==> src/rtl/bit_serializer_if.sv <==
// Handshake and data bundle between the serializer, its loader, the external bit
// selector and the serial consumer.
interface bit_serializer_if #(
    parameter int unsigned nrOfInputBits = 8,
    parameter int unsigned nrOfselBits   = 3
);
    logic                     loadValid;
    logic                     loadReady;
    logic [nrOfInputBits-1:0] loadData;
    logic [nrOfselBits-1:0]   loadLen;
    logic                     msbFirst;
    logic                     abort;
    logic [nrOfInputBits-1:0] wordOut;
    logic [nrOfselBits-1:0]   sel;
    logic                     bitIn;
    logic                     serValid;
    logic                     serReady;
    logic                     serData;
    logic                     serLast;
    logic                     done;

    // Serializer side.
    modport slave (
        input  loadValid, loadData, loadLen, msbFirst, abort, bitIn, serReady,
        output loadReady, wordOut, sel, serValid, serData, serLast, done
    );

    // Environment side: loader, bit selector and consumer.
    modport master (
        output loadValid, loadData, loadLen, msbFirst, abort, bitIn, serReady,
        input  loadReady, wordOut, sel, serValid, serData, serLast, done
    );
endinterface

==> src/rtl/bit_serializer.sv <==
// Serializes a loaded parallel word one bit per accepted beat; an external bit selector
// picks wordOut[sel] and returns it on bitIn.
module bit_serializer #(
    parameter int unsigned nrOfInputBits = 8,
    parameter int unsigned nrOfselBits   = 3
) (
    input  logic              clock,
    input  logic              resetN,
    bit_serializer_if.slave   bus
);
    localparam logic [nrOfselBits-1:0] MaxIdx = nrOfselBits'(nrOfInputBits - 1);
    localparam logic [nrOfselBits-1:0] One    = nrOfselBits'(1);

    typedef enum logic {StIdle, StShift} state_e;

    state_e                   state_q, state_d;
    logic [nrOfInputBits-1:0] word_q, word_d;
    logic [nrOfselBits-1:0]   sel_q, sel_d;
    logic [nrOfselBits-1:0]   cnt_q, cnt_d;
    logic [nrOfselBits-1:0]   last_q, last_d;
    logic                     msb_q, msb_d;
    logic                     done_q, done_d;
    logic                     init_q, init_d;

    logic [nrOfselBits-1:0]   len_clamped;
    logic                     is_last;

    assign len_clamped = (bus.loadLen > MaxIdx) ? MaxIdx : bus.loadLen;
    assign is_last     = (cnt_q == last_q);

    // init_q keeps loadReady low until the first edge after reset release.
    assign init_d = 1'b1;

    always_comb begin
        state_d = state_q;
        word_d  = word_q;
        sel_d   = sel_q;
        cnt_d   = cnt_q;
        last_d  = last_q;
        msb_d   = msb_q;
        done_d  = 1'b0;

        if (bus.abort) begin
            state_d = StIdle;
        end else begin
            unique case (state_q)
                StIdle: begin
                    if (bus.loadValid && init_q) begin
                        word_d  = bus.loadData;
                        last_d  = len_clamped;
                        msb_d   = bus.msbFirst;
                        cnt_d   = '0;
                        sel_d   = bus.msbFirst ? len_clamped : '0;
                        state_d = StShift;
                    end
                end
                StShift: begin
                    if (bus.serReady) begin
                        if (is_last) begin
                            // sel stays put on the final beat so it never wraps.
                            state_d = StIdle;
                            done_d  = 1'b1;
                        end else begin
                            cnt_d = cnt_q + One;
                            sel_d = msb_q ? (sel_q - One) : (sel_q + One);
                        end
                    end
                end
                default: state_d = StIdle;
            endcase
        end
    end

    always_ff @(posedge clock or negedge resetN) begin
        if (!resetN) begin
            state_q <= StIdle;
            word_q  <= '0;
            sel_q   <= '0;
            cnt_q   <= '0;
            last_q  <= '0;
            msb_q   <= 1'b0;
            done_q  <= 1'b0;
            init_q  <= 1'b0;
        end else begin
            state_q <= state_d;
            word_q  <= word_d;
            sel_q   <= sel_d;
            cnt_q   <= cnt_d;
            last_q  <= last_d;
            msb_q   <= msb_d;
            done_q  <= done_d;
            init_q  <= init_d;
        end
    end

    assign bus.loadReady = (state_q == StIdle) && init_q;
    assign bus.serValid  = (state_q == StShift);
    assign bus.serLast   = (state_q == StShift) && is_last;
    assign bus.serData   = bus.bitIn;
    assign bus.wordOut   = word_q;
    assign bus.sel       = sel_q;
    assign bus.done      = done_q;
endmodule

==> src/flat_wrapper.sv <==
// flat-port wrapper written by rule: the top's interface ports become plain ports
module bit_serializer_flat 
#(
    parameter int unsigned nrOfInputBits = 8,
    parameter int unsigned nrOfselBits   = 3
)
  (clock, resetN, bus_loadValid, bus_loadData, bus_loadLen, bus_msbFirst, bus_abort, bus_bitIn, bus_serReady, bus_loadReady, bus_wordOut, bus_sel, bus_serValid, bus_serData, bus_serLast, bus_done);
  bit_serializer_if #(.nrOfInputBits(nrOfInputBits), .nrOfselBits(nrOfselBits)) bus_i ();
  input  logic clock;
  input  logic resetN;
  input wire logic [$bits(bus_i.loadValid)-1:0] bus_loadValid;
  input wire logic [$bits(bus_i.loadData)-1:0] bus_loadData;
  input wire logic [$bits(bus_i.loadLen)-1:0] bus_loadLen;
  input wire logic [$bits(bus_i.msbFirst)-1:0] bus_msbFirst;
  input wire logic [$bits(bus_i.abort)-1:0] bus_abort;
  input wire logic [$bits(bus_i.bitIn)-1:0] bus_bitIn;
  input wire logic [$bits(bus_i.serReady)-1:0] bus_serReady;
  output wire logic [$bits(bus_i.loadReady)-1:0] bus_loadReady;
  output wire logic [$bits(bus_i.wordOut)-1:0] bus_wordOut;
  output wire logic [$bits(bus_i.sel)-1:0] bus_sel;
  output wire logic [$bits(bus_i.serValid)-1:0] bus_serValid;
  output wire logic [$bits(bus_i.serData)-1:0] bus_serData;
  output wire logic [$bits(bus_i.serLast)-1:0] bus_serLast;
  output wire logic [$bits(bus_i.done)-1:0] bus_done;
  assign bus_i.loadValid = bus_loadValid;
  assign bus_i.loadData = bus_loadData;
  assign bus_i.loadLen = bus_loadLen;
  assign bus_i.msbFirst = bus_msbFirst;
  assign bus_i.abort = bus_abort;
  assign bus_i.bitIn = bus_bitIn;
  assign bus_i.serReady = bus_serReady;
  assign bus_loadReady = bus_i.loadReady;
  assign bus_wordOut = bus_i.wordOut;
  assign bus_sel = bus_i.sel;
  assign bus_serValid = bus_i.serValid;
  assign bus_serData = bus_i.serData;
  assign bus_serLast = bus_i.serLast;
  assign bus_done = bus_i.done;
  bit_serializer #(.nrOfInputBits(nrOfInputBits), .nrOfselBits(nrOfselBits)) u_core (.clock(clock), .resetN(resetN), .bus(bus_i));
endmodule
==> config.mk <==
export PLATFORM = sky130hd
export DESIGN_NAME = bit_serializer_flat
export DESIGN_NICKNAME = d
export VERILOG_FILES = /design/src/rtl/bit_serializer_if.sv /design/src/rtl/bit_serializer.sv /design/src/flat_wrapper.sv
export SDC_FILE = /design/constraint.sdc
export NUM_CORES = 1
export LEC_CHECK = 0
export ABC_AREA = 1
export BUFFER_PORTS_ARGS = -buffer_cell sky130_fd_sc_hd__buf_2
export CAP_MARGIN = 10
export CORE_AREA = 2 2 58 49
export CTS_CLUSTER_SIZE = 12
export DETAILED_ROUTE_END_ITERATION = 10
export DIE_AREA = 0 0 60 51
export MAX_ROUTING_LAYER = met4
export PLACE_DENSITY = 0.79
export REMOVE_ABC_BUFFERS = 1
export SETUP_SLACK_MARGIN = 0.4
export SLEW_MARGIN = 25
export SYNTH_ARGS = -nofsm -noshare
export SYNTH_HDL_FRONTEND = slang
export SYNTH_SLANG_ARGS = --single-unit
==> constraint.sdc <==
create_clock -name clock -period 2.8 [get_ports clock]
set_clock_uncertainty 0.1 [all_clocks]
set_input_delay 0.14 -clock clock [delete_from_list [all_inputs] [get_ports clock]]
set_output_delay 0.14 -clock clock [all_outputs]
set_load 0.005 [all_outputs]
==> flow_metrics.py, run 1 <==
metrics = {
    "worst_setup_path": {
        "cp_num_cells": 10,
        "cp_peak_stage_delay_ps": 440,
        "crit_arrival_ps": 1740,
        "end_kind": "flip-flop",
        "worst-path-buf-inv": 2,
        "critical_path.max_fanout": 4,
        "critical_path.startpoint": "u_core.bus.sel[0]$_DFFE_PN0P_",
        "crit_path_cell_trace": "inv_1 -> fa_1 -> inv_1 -> nand2_1 -> nand2_1 -> nand2_1 -> nand3_1 -> nand2_1 -> nand3_1 -> nand2_1",
        "crit_path_end": "u_core.bus.sel[2]$_DFFE_PN0P_",
        "timing.rr.end": "u_core.bus.sel[2]$_DFFE_PN0P_",
        "worst_path_dominant_cell_family": "simple AND/OR/NAND/NOR gates",
        "start_kind": "flip-flop",
        "timing.setup.critical_path_class": "reg2reg",
        "slowest_stage": "fa_1",
        "worst_r2r_path_depth": 10,
        "regToRegStartpoint": "u_core.bus.sel[0]$_DFFE_PN0P_",
        "worst_ep_required_time_ps": 2910,
        "r2r_setup_slack_ps": 1170,
        "timing.critical_path.mode_cell": "nand2_1",
    },
    "pwr": {
        "p_comb_share_pct": 29.3,
        "cellLeakagePower_nw": 0.740,
        "clock_power_share_pct": 19.1,
        "seq_power_share_pct": 51.6,
        "power.switching_fraction_pct": 31.9,
        "fin_total_pwr_mw": 0.767,
        "peakVddDrop_mv": 0.329,
        "power_density_nw_per_um2": 567,
        "p_int_mw": 0.522,
        "switching_power_mw": 0.245,
    },
    "clock_tree": {
        "tritoncts": "done",
        "total_setup_buffers_inserted_after_cts": 0,
        "clk_path_buf_depth": 2,
        "h_tree_depth": 1,
        "cts_repair_resize_count": 0,
        "clkSlewWorstSetupHoldPaths_ps": 110,
        "clkLatencyLatePin_ps": 300,
        "number_of_sinks_on_the_clock_net": 21,
        "cts-buffers-inserted": 3,
        "cts_root_buf": "clkbuf_4",
    },
    "detailed_routing": {
        "detailroute.via_count": 888,
        "detailed_route_iter0_violations": 10,
        "post_drt_via_cell_ratio": 4.60,
        "drc_violation_count_after_routing": 0,
        "first_pass_iters": 4,
        "post_drt_wl_per_cell_um": 11.0,
        "postRouteAntennaNets": 0,
        "detail_route.wirelength_um": 2130,
    },
    "synth": {
        "syn_area_um2": 1050,
        "ys_types": 22,
        "yosys_warning_count": 0,
        "asyncSetResetFlopFracSynth_pct": 100,
        "synth-seq-area-share_pct": 49.9,
        "synth.area.top_cells": "dfrtp_1, nand2_1, mux2_2, inv_1, nand3_1",
        "synth_top_cell_by_area": "dfrtp_1",
        "synth_enable_flop_cells": 0,
        "yosys-top-cells-count": "nand2_1, dfrtp_1, inv_1",
        "syn_area_per_cell_um2": 9.31,
        "syn_inst": 113,
        "yosys.cell_count.top_type": "nand2_1",
        "synth-seq-cells": 21,
        "synth_top_cell_area_share_pct": 49.9,
        "synthFlopType": "dfrtp_1",
    },
    "global_routing": {
        "global_route_wire_length_before_repair_um": 3790,
        "grt-ovfl-total": 0,
        "grt_pass1_vias": 946,
        "global_route.usage.met2_pct": 26.3,
        "top_usage_layer": "met2",
        "antenna_found_initial": 0,
        "met1_usage_pct": 19.9,
        "maximum_number_of_pins_on_one_net_before_global_route_repair": 22,
        "groute.layer.met3.usage_pct": 2.78,
        "grt.total_usage_pct": 16.4,
    },
    "floorplanning": {
        "die-area_um2": 3060,
        "die_y_um": 51,
        "initial_core_util_pct": 40.9,
        "io_pins": 34,
        "row_count": 17,
        "coreArea_um2": 2570,
        "die_width_um": 60,
    },
    "layout": {
        "multi_input_area_um2": 437,
        "finalNetCount": 176,
        "layout_area_growth_over_synthesis_pct": 28.5,
        "regArea_um2": 526,
        "fin_cells": 193,
        "diodes": 0,
        "layout.filler_cells": 222,
        "final_layout_size_suffix_gt1_share_pct": 31.6,
    },
    "timing": {
        "setup_total_negative_slack_ps": 0,
        "fin_crit_ps": 1630,
        "max_freq_mhz": 613,
        "share_of_the_clock_period_used_by_the_worst_path_pct": 58.2,
        "finalHoldWorstSlack_ps": 6.09,
        "rsz_0062_raised_after_global_routing": "false",
        "setup_viol": 0,
        "hold_viol": 0,
        "finalMaxSlewViolations": 0,
    },
    "worst_hold_path": {
        "min-delay-path-class": "in2reg",
    },
    "placed_design": {
        "portBuffers": 31,
        "cell_count_after_placement": 179,
        "finalWeightedCongestion": 0.841,
        "dp_hpwl_um": 1530,
    },
    "run_status": {
        "outcome": "finished clean",
    },
    "flow_run": {
        "max-cap-violations": 0,
    },
}
cell usage in the layout (no fill, tap or decap), drive strengths merged:
master,instances
buf,31
o21ai,3
nor4,1
dlygate4sd3,10
nand3,10
clkinv,1
xnor2,2
o22ai,2
inv,16
nor2,7
a21oi,4
fa,1
conb,1
clkbuf,3
dfrtp,21
nand2,33
ha,1
mux2,8
flip-flops by register name (all words and copies together), names as in the netlist:
signal               cells
u_core.cnt_q             3
u_core.bus.sel           3
u_core.bus.serValid      1
u_core.msb_q             1
u_core.init_q            1
u_core.bus.wordOut       8
u_core.last_q            3
u_core.bus.done          1
metrics by stage:
stage	cell area (µm²)	util, %	worst slack, ps
2_1_floorplan	1020	-	1300
5_1_grt	1350	52.6	1040
6_report	1350	52.6	1170
3_5_place_dp	1220	47.6	1210
3_3_place_gp	1220	47.6	1300
4_1_cts	1350	52.6	1190
worst min-delay path: stages:
cell and delay, ps:
buf_2 90, nor2_1 40, a21oi_1 100
logic make-up after synthesis:
| group | share of synthesized area (%) |
|---|---|
| AND/OR/NAND/NOR | 21.5 |
| flip-flops | 49.9 |
| buffers and inverters | 8.56 |
| AO/OA/AOI/OAI | 5.59 |
| multiplexers | 9.27 |
| adder cells (fa/ha/maj) | 3.09 |
| XOR/XNOR | 1.66 |
| other | 0.356 |
power groups by stage:
stage	clock network, mW	logic [mW]	registers (mW)
floorplan	0	0.122	0.402
global placement	0	0.201	0.399
detailed placement	0	0.212	0.402
CTS	0.148	0.225	0.397
global route	0.163	0.258	0.404
finish	0.146	0.225	0.396
worst min path at each step:
stage,from,to,slack (ps),cells past startpoint
after global placement,resetN,u_core.bus.wordOut[1]$_DFFE_PN0P_,10,1
final,bus_loadLen[2],u_core.last_q[2]$_DFFE_PN0P_,6,3
after detailed placement,resetN,u_core.bus.wordOut[5]$_DFFE_PN0P_,20,1
after floorplan,resetN,u_core.bus.done$_DFF_PN0_,-260,0
after CTS,bus_loadLen[2],u_core.last_q[2]$_DFFE_PN0P_,2,3
after global routing,bus_loadLen[1],u_core.last_q[1]$_DFFE_PN0P_,10,3
layout make-up:
type,instances,share of cell area [%]
clock buffers,3,1.67
inverters,16,4.44
clock inverters,1,0.370
multi-input cells,73,32.3
repair buffers,41,18.9
flip-flops and latches,21,38.9
well taps,38,3.52
per-layer routing:
layer  vias up  part of all wire [%]  wire (µm)
li1        436                     -          -
met1       414                    42        897
met2        34                    51       1100
met3         4                   4.6         98
met4         0                   1.8         38
met5         -                     0          0
what timing repair did:
action                                  CTS  global route
hold endpoints to repair                 31             0
hold buffers                             10             0
endpoints found under the setup margin    0             0
Note: power is estimated with default switching activity, not from simulation.
==> run 2: changes to the inputs <==
==> constraint.sdc (replaced) <==
create_clock -name clock -period 1.7 [get_ports clock]
set_clock_uncertainty 0.1 [all_clocks]
set_input_delay 0.085 -clock clock [delete_from_list [all_inputs] [get_ports clock]]
set_output_delay 0.085 -clock clock [all_outputs]
set_load 0.005 [all_outputs]
==> flow_metrics.py, run 2 (synthesis gave the netlist of run 1 again) <==
metrics = {
    "pwr": {
        "peakVddDrop_mv": 0.606,
        "cellLeakagePower_nw": 0.855,
        "power_density_nw_per_um2": 914,
    },
    "global_routing": {
        "grt-ovfl-total": 0,
        "global_route_wire_length_before_repair_um": 4470,
        "maximum_number_of_pins_on_one_net_before_global_route_repair": 22,
        "grt_pass1_vias": 994,
        "antenna_found_initial": 0,
        "grt.total_usage_pct": 19.8,
    },
    "placed_design": {
        "place_area_um2": 1220,
        "dp_hpwl_um": 1510,
        "finalWeightedCongestion": 0.841,
        "portBuffers": 31,
    },
    "worst_setup_path": {
        "crit_arrival_ps": 1700,
        "timing.critical_path.mode_cell": "nand2_1",
        "worst_path_dominant_cell_family": "simple AND/OR/NAND/NOR gates",
        "timing.setup.critical_path_class": "reg2reg",
        "slowest_stage": "fa_2",
        "worst-path-buf-inv": 1,
        "end_kind": "flip-flop",
        "critical_path.max_fanout": 2,
        "cp_peak_stage_delay_ps": 400,
        "start_kind": "flip-flop",
        "crit_path_cell_trace": "inv_2 -> fa_2 -> nand2_1 -> nand2_2 -> nand2_2 -> nand3_2 -> nand2_1 -> nand3_1 -> nand2_1",
        "worst_ep_required_time_ps": 1870,
    },
    "detailed_routing": {
        "detailroute.via_count": 1050,
        "post_drt_via_cell_ratio": 4.93,
        "detailed_route_iter0_violations": 38,
        "detail_route.wirelength_um": 3240,
        "drc_violation_count_after_routing": 0,
        "post_drt_wl_per_cell_um": 15.2,
        "first_pass_iters": 4,
        "postRouteAntennaNets": 0,
    },
    "layout": {
        "layout_area_growth_over_synthesis_pct": 56.2,
        "diodes": 0,
        "finish.instance_area_um2": 1640,
        "mostFrequentLayoutCell": "buf_2",
        "layout.cells.most_common_list": "buf_2, nand2_1, dfrtp_1",
        "final_layout_size_suffix_gt1_share_pct": 50.9,
        "largest_register_ff_count": 8,
        "finalNetCount": 196,
    },
    "floorplanning": {
        "die_width_um": 60,
        "die-area_um2": 3060,
        "io_pins": 34,
        "coreArea_um2": 2570,
        "die_y_um": 51,
        "initial_core_util_pct": 40.9,
        "row_count": 17,
    },
    "clock_tree": {
        "clkLatencyLatePin_ps": 320,
        "cts_root_buf": "clkbuf_4",
        "number_of_sinks_on_the_clock_net": 21,
        "clkSlewWorstSetupHoldPaths_ps": 120,
        "clk_path_buf_depth": 2,
        "tritoncts": "done",
        "cts-buffers-inserted": 3,
        "h_tree_depth": 1,
    },
    "timing": {
        "rsz_0062_raised_after_global_routing": "true",
        "hold_viol": 0,
        "fin_crit_ps": 1530,
        "setup_total_negative_slack_ps": 0,
        "finalMaxSlewViolations": 0,
        "share_of_the_clock_period_used_by_the_worst_path_pct": 90.0,
        "setup_viol": 0,
        "max_freq_mhz": 653,
    },
    "flow_run": {
        "max-cap-violations": 0,
    },
    "worst_hold_path": {
        "min-delay-path-class": "in2out",
    },
    "run_status": {
        "outcome": "finished clean",
    },
}
## run 2: cell count changes in the layout (fill, tap and decap cells not counted), sizes merged
cell	change
buf	+14
clkbuf	+1
dlygate4sd3	+5
inv	-1
nand2	+1
## run 2: through the flow
step                      power, mW  instances  hold WS [ps]  setup WS, ps  util [%]
after detailed placement       1.01        179         -37.4           120      47.6
after global placement        0.989        179         -41.4           202      47.6
after global routing           1.59        213          70.0          42.1      63.9
after floorplan               0.863        110          -311           203         -
final                          1.50        213          70.0           170      63.9
after CTS                      1.34        207          70.0           227      58.4
## run 2: layer usage
layer	track usage [%]	vias up	routed length [µm]
met5	-	-	0
met2	31.3	68	1700
met3	2.78	11	239
met1	26.2	495	1210
met4	6.30	0	92
li1	-	476	-
## run 2: worst paths after layout
check                                                    end  depth (start not counted)                         startpoint  slack (ps)
max                            u_core.bus.sel[2]$_DFFE_PN0P_                          9      u_core.bus.sel[0]$_DFFE_PN0P_         170
min                                              bus_serData                          0                          bus_bitIn          70
max reg2reg                    u_core.bus.sel[2]$_DFFE_PN0P_                          9      u_core.bus.sel[0]$_DFFE_PN0P_         170
min reg2reg                u_core.bus.wordOut[6]$_DFFE_PN0P_                          1  u_core.bus.wordOut[6]$_DFFE_PN0P_         420
max in group asynchronous      u_core.bus.serValid$_DFF_PN0_                          2                             resetN        1030
min in group asynchronous  u_core.bus.wordOut[0]$_DFFE_PN0P_                          2                             resetN         130
## run 2: what timing repair did
action / CTS / global route
pin swaps: 6 / 13
buffers inserted: 8 / 6
cloned: 1 / 0
hold endpoints to repair: 35 / 0
hold buffers: 15 / 0
resized for setup: 7 / 31
endpoints found under the setup margin: 16 / 21
## run 2: where the power goes
part	leakage [nW]	switching, mW	total [mW]	internal, mW
sequential	0.259	0.0742	0.664	0.589
combinational	0.581	0.284	0.576	0.292
clock	0.0150	0.171	0.263	0.0919
## run 2: cell type report
| class | count | area [µm²] |
|---|---|---|
| clock buffers | 4 | 26.3 |
| multi-input cells | 74 | 552 |
| flip-flops and latches | 21 | 527 |
| inverters | 16 | 65.1 |
| repair buffers | 60 | 427 |
| well taps | 38 | 47.5 |
| fillers | 167 | 930 |
## run 2: worst reg2reg max path: stages, from the launching register on
cell,delay [ps]
dfrtp_1,390
inv_2,50
fa_2,400
nand2_1,130
nand2_2,80
nand2_2,80
nand3_2,60
nand2_1,50
nand3_1,70
nand2_1,60
==> run 3: changes to the inputs <==
--- a/config.mk
+++ b/config.mk
@@ -5,15 +5,14 @@
 export SDC_FILE = /design/constraint.sdc
 export NUM_CORES = 1
 export LEC_CHECK = 0
-export ABC_AREA = 1
 export BUFFER_PORTS_ARGS = -buffer_cell sky130_fd_sc_hd__buf_2
 export CAP_MARGIN = 10
-export CORE_AREA = 2 2 58 49
+export CORE_AREA = 2 2 55 47
 export CTS_CLUSTER_SIZE = 12
 export DETAILED_ROUTE_END_ITERATION = 10
-export DIE_AREA = 0 0 60 51
+export DIE_AREA = 0 0 57 49
 export MAX_ROUTING_LAYER = met4
-export PLACE_DENSITY = 0.79
+export PLACE_DENSITY = 0.84
 export REMOVE_ABC_BUFFERS = 1
 export SETUP_SLACK_MARGIN = 0.4
 export SLEW_MARGIN = 25
==> flow_metrics.py, run 3 <==
metrics = {
    "run_status": {
        "outcome": "finished with violations",
        "failing_checks": "negative setup slack",
    },
    "flow_run": {
        "max-cap-violations": 0,
    },
    "floorplanning": {
        "row_count": 16,
        "io_pins": 34,
        "die_width_um": 57,
        "coreArea_um2": 2280,
        "initial_core_util_pct": 44.7,
        "die-area_um2": 2790,
        "die_y_um": 49,
    },
    "timing": {
        "worst-slew-pin-transition_ps": 493,
        "slew_headroom_pct": 66.6,
        "max_freq_mhz": 556,
        "rsz_0062_raised_after_global_routing": "true",
        "share_of_the_clock_period_used_by_the_worst_path_pct": 106,
        "hold_viol": 0,
        "finalHoldWorstSlack_ps": 16.0,
        "fin_crit_ps": 1800,
        "finalMaxSlewViolations": 0,
        "setup_total_negative_slack_ps": -305,
        "setup_viol": 6,
        "setup_ws_ps": -99.0,
    },
    "layout": {
        "layout.cells.most_common_list": "buf_2, dfrtp_1, buf_4",
        "diodes": 0,
        "largest_register_ff_count": 8,
        "fin_cells": 175,
        "final_layout_size_suffix_gt1_share_pct": 46.6,
        "finalNetCount": 169,
        "layout_area_growth_over_synthesis_pct": 48.3,
        "mostFrequentLayoutCell": "buf_2",
    },
    "synth": {
        "asyncSetResetFlopFracSynth_pct": 100,
        "yosys.cell_count.top_type": "dfrtp_1",
        "synth-seq-cells": 21,
        "synth_top_cell_by_area": "dfrtp_1",
        "synth_top_cell_area_share_pct": 51.5,
        "synth.area.top_cells": "dfrtp_1, mux2_2, xor2_1, inv_1, nand3b_1",
        "syn_area_per_cell_um2": 12.0,
        "yosys-top-cells-count": "dfrtp_1, mux2_2, inv_1",
        "ys_types": 32,
        "yosys_warning_count": 0,
        "synth-seq-area-share_pct": 51.5,
        "synth_enable_flop_cells": 0,
        "synthFlopType": "dfrtp_1",
        "syn_inst": 85,
        "syn_area_um2": 1020,
    },
    "worst_setup_path": {
        "crit_path_cell_trace": "and4bb_1 -> or4_4 -> and2_4 -> mux2_4",
        "crit_arrival_ps": 1920,
        "r2r_setup_slack_ps": -100,
        "end_kind": "flip-flop",
        "start_kind": "flip-flop",
        "slowest_stage": "or4_4",
        "timing.setup.critical_path_class": "reg2reg",
        "worst_ep_required_time_ps": 1820,
        "cp_peak_stage_delay_ps": 540,
        "critical_path.max_fanout": 2,
    },
    "clock_tree": {
        "clk_path_buf_depth": 2,
        "clkSlewWorstSetupHoldPaths_ps": 120,
        "clkLatencyLatePin_ps": 320,
        "h_tree_depth": 1,
        "cts-buffers-inserted": 3,
        "number_of_sinks_on_the_clock_net": 21,
        "tritoncts": "done",
        "cts_root_buf": "clkbuf_4",
    },
    "placed_design": {
        "finalWeightedCongestion": 0.802,
        "cell_count_after_placement": 153,
        "post-place-ws_ps": -84.3,
        "portBuffers": 31,
        "dp_hpwl_um": 1560,
    },
    "pwr": {
        "cellLeakagePower_nw": 0.742,
        "power_density_nw_per_um2": 1130,
        "peakVddDrop_mv": 0.825,
    },
    "global_routing": {
        "antenna_found_initial": 0,
        "grt_pass1_vias": 999,
        "grt-ovfl-total": 0,
        "global_route_wire_length_before_repair_um": 4420,
        "grt.total_usage_pct": 20.9,
        "maximum_number_of_pins_on_one_net_before_global_route_repair": 22,
    },
    "detailed_routing": {
        "drc_violation_count_after_routing": 0,
        "post_drt_via_cell_ratio": 5.15,
        "post_drt_wl_per_cell_um": 14.4,
        "postRouteAntennaNets": 0,
        "first_pass_iters": 4,
        "detail_route.wirelength_um": 2530,
        "detailed_route_iter0_violations": 19,
        "detailroute.via_count": 902,
    },
    "worst_hold_path": {
        "min-delay-path-class": "in2reg",
    },
}
[run 3: metrics by stage]
stage | power (mW) | cell area (µm²) | util [%]
floorplan | 1.03 | 995 | -
global placement | 1.31 | 1290 | 56.5
detailed placement | 1.36 | 1290 | 56.5
CTS | 1.69 | 1500 | 65.7
global route | 1.85 | 1510 | 66.3
finish | 1.72 | 1510 | 66.3
[run 3: layout make-up]
class	count	area, µm²
Timing Repair Buffer	63	437
Clock buffer	3	22.5
Sequential cell	21	526
Fill cell	182	768
Multi-Input combinational cell	54	465
Inverter	6	22.5
Clock inverter	1	7.51
Tap cell	27	33.8
[run 3: path summary, 6_finish.rpt]
path	endpoint	startpoint	cells past startpoint
worst min register to register	u_core.bus.wordOut[6]$_DFFE_PN0P_	u_core.bus.wordOut[6]$_DFFE_PN0P_	1
min in group asynchronous	u_core.msb_q$_DFFE_PN0P_	resetN	2
worst max register to register	u_core.bus.sel[1]$_DFFE_PN0P_	u_core.init_q$_DFF_PN0_	4
worst max-delay path	u_core.bus.sel[1]$_DFFE_PN0P_	u_core.init_q$_DFF_PN0_	4
max in group asynchronous	u_core.init_q$_DFF_PN0_	resetN	2
worst min-delay path	u_core.bus.serValid$_DFF_PN0_	bus_loadValid	3
[run 3: worst max-delay path, delay by kind of cell (launching register included)]
kind             cells  cell delay [ps]
flip-flops           1              400
AND/OR/NAND/NOR      3              920
multiplexers         1              280
[run 3: logic make-up (layout without fill, tap and decap cells)]
logic type,count (synthesis),in the layout,synth area share (%)
AO/OA/AOI/OAI,17,17,11.2
XOR/XNOR,4,4,3.43
adder cells (fa/ha/maj),2,2,3.19
buffers and inverters,10,73,4.78
flip-flops,21,21,51.5
multiplexers,13,13,14.6
other,1,1,0.367
AND/OR/NAND/NOR,17,17,11.0
[run 3: repair_timing]
action / CTS / global route
endpoints found under the setup margin: 21 / 21
hold buffers: 15 / 0
setup buffers: 1 / 2
pin swaps: 5 / 1
resized for setup: 5 / 0
endpoints found under the hold margin: 36 / 0
[run 3: power by group]
part           leakage [nW]  internal, mW  switching [mW]  total [mW]
Clock                0.0139        0.0899           0.165       0.255
Sequential            0.257         0.625          0.0825       0.708
Combinational         0.471         0.414           0.339       0.753
[run 3: routing by layer]
metal | global-route usage (%) | vias to the layer above | share of wire [%]
met4 | 8.14 | 0 | 2.8
met1 | 23.7 | 427 | 41
met3 | 6.63 | 8 | 6.3
li1 | - | 429 | -
met2 | 34.5 | 38 | 50
met5 | - | - | 0
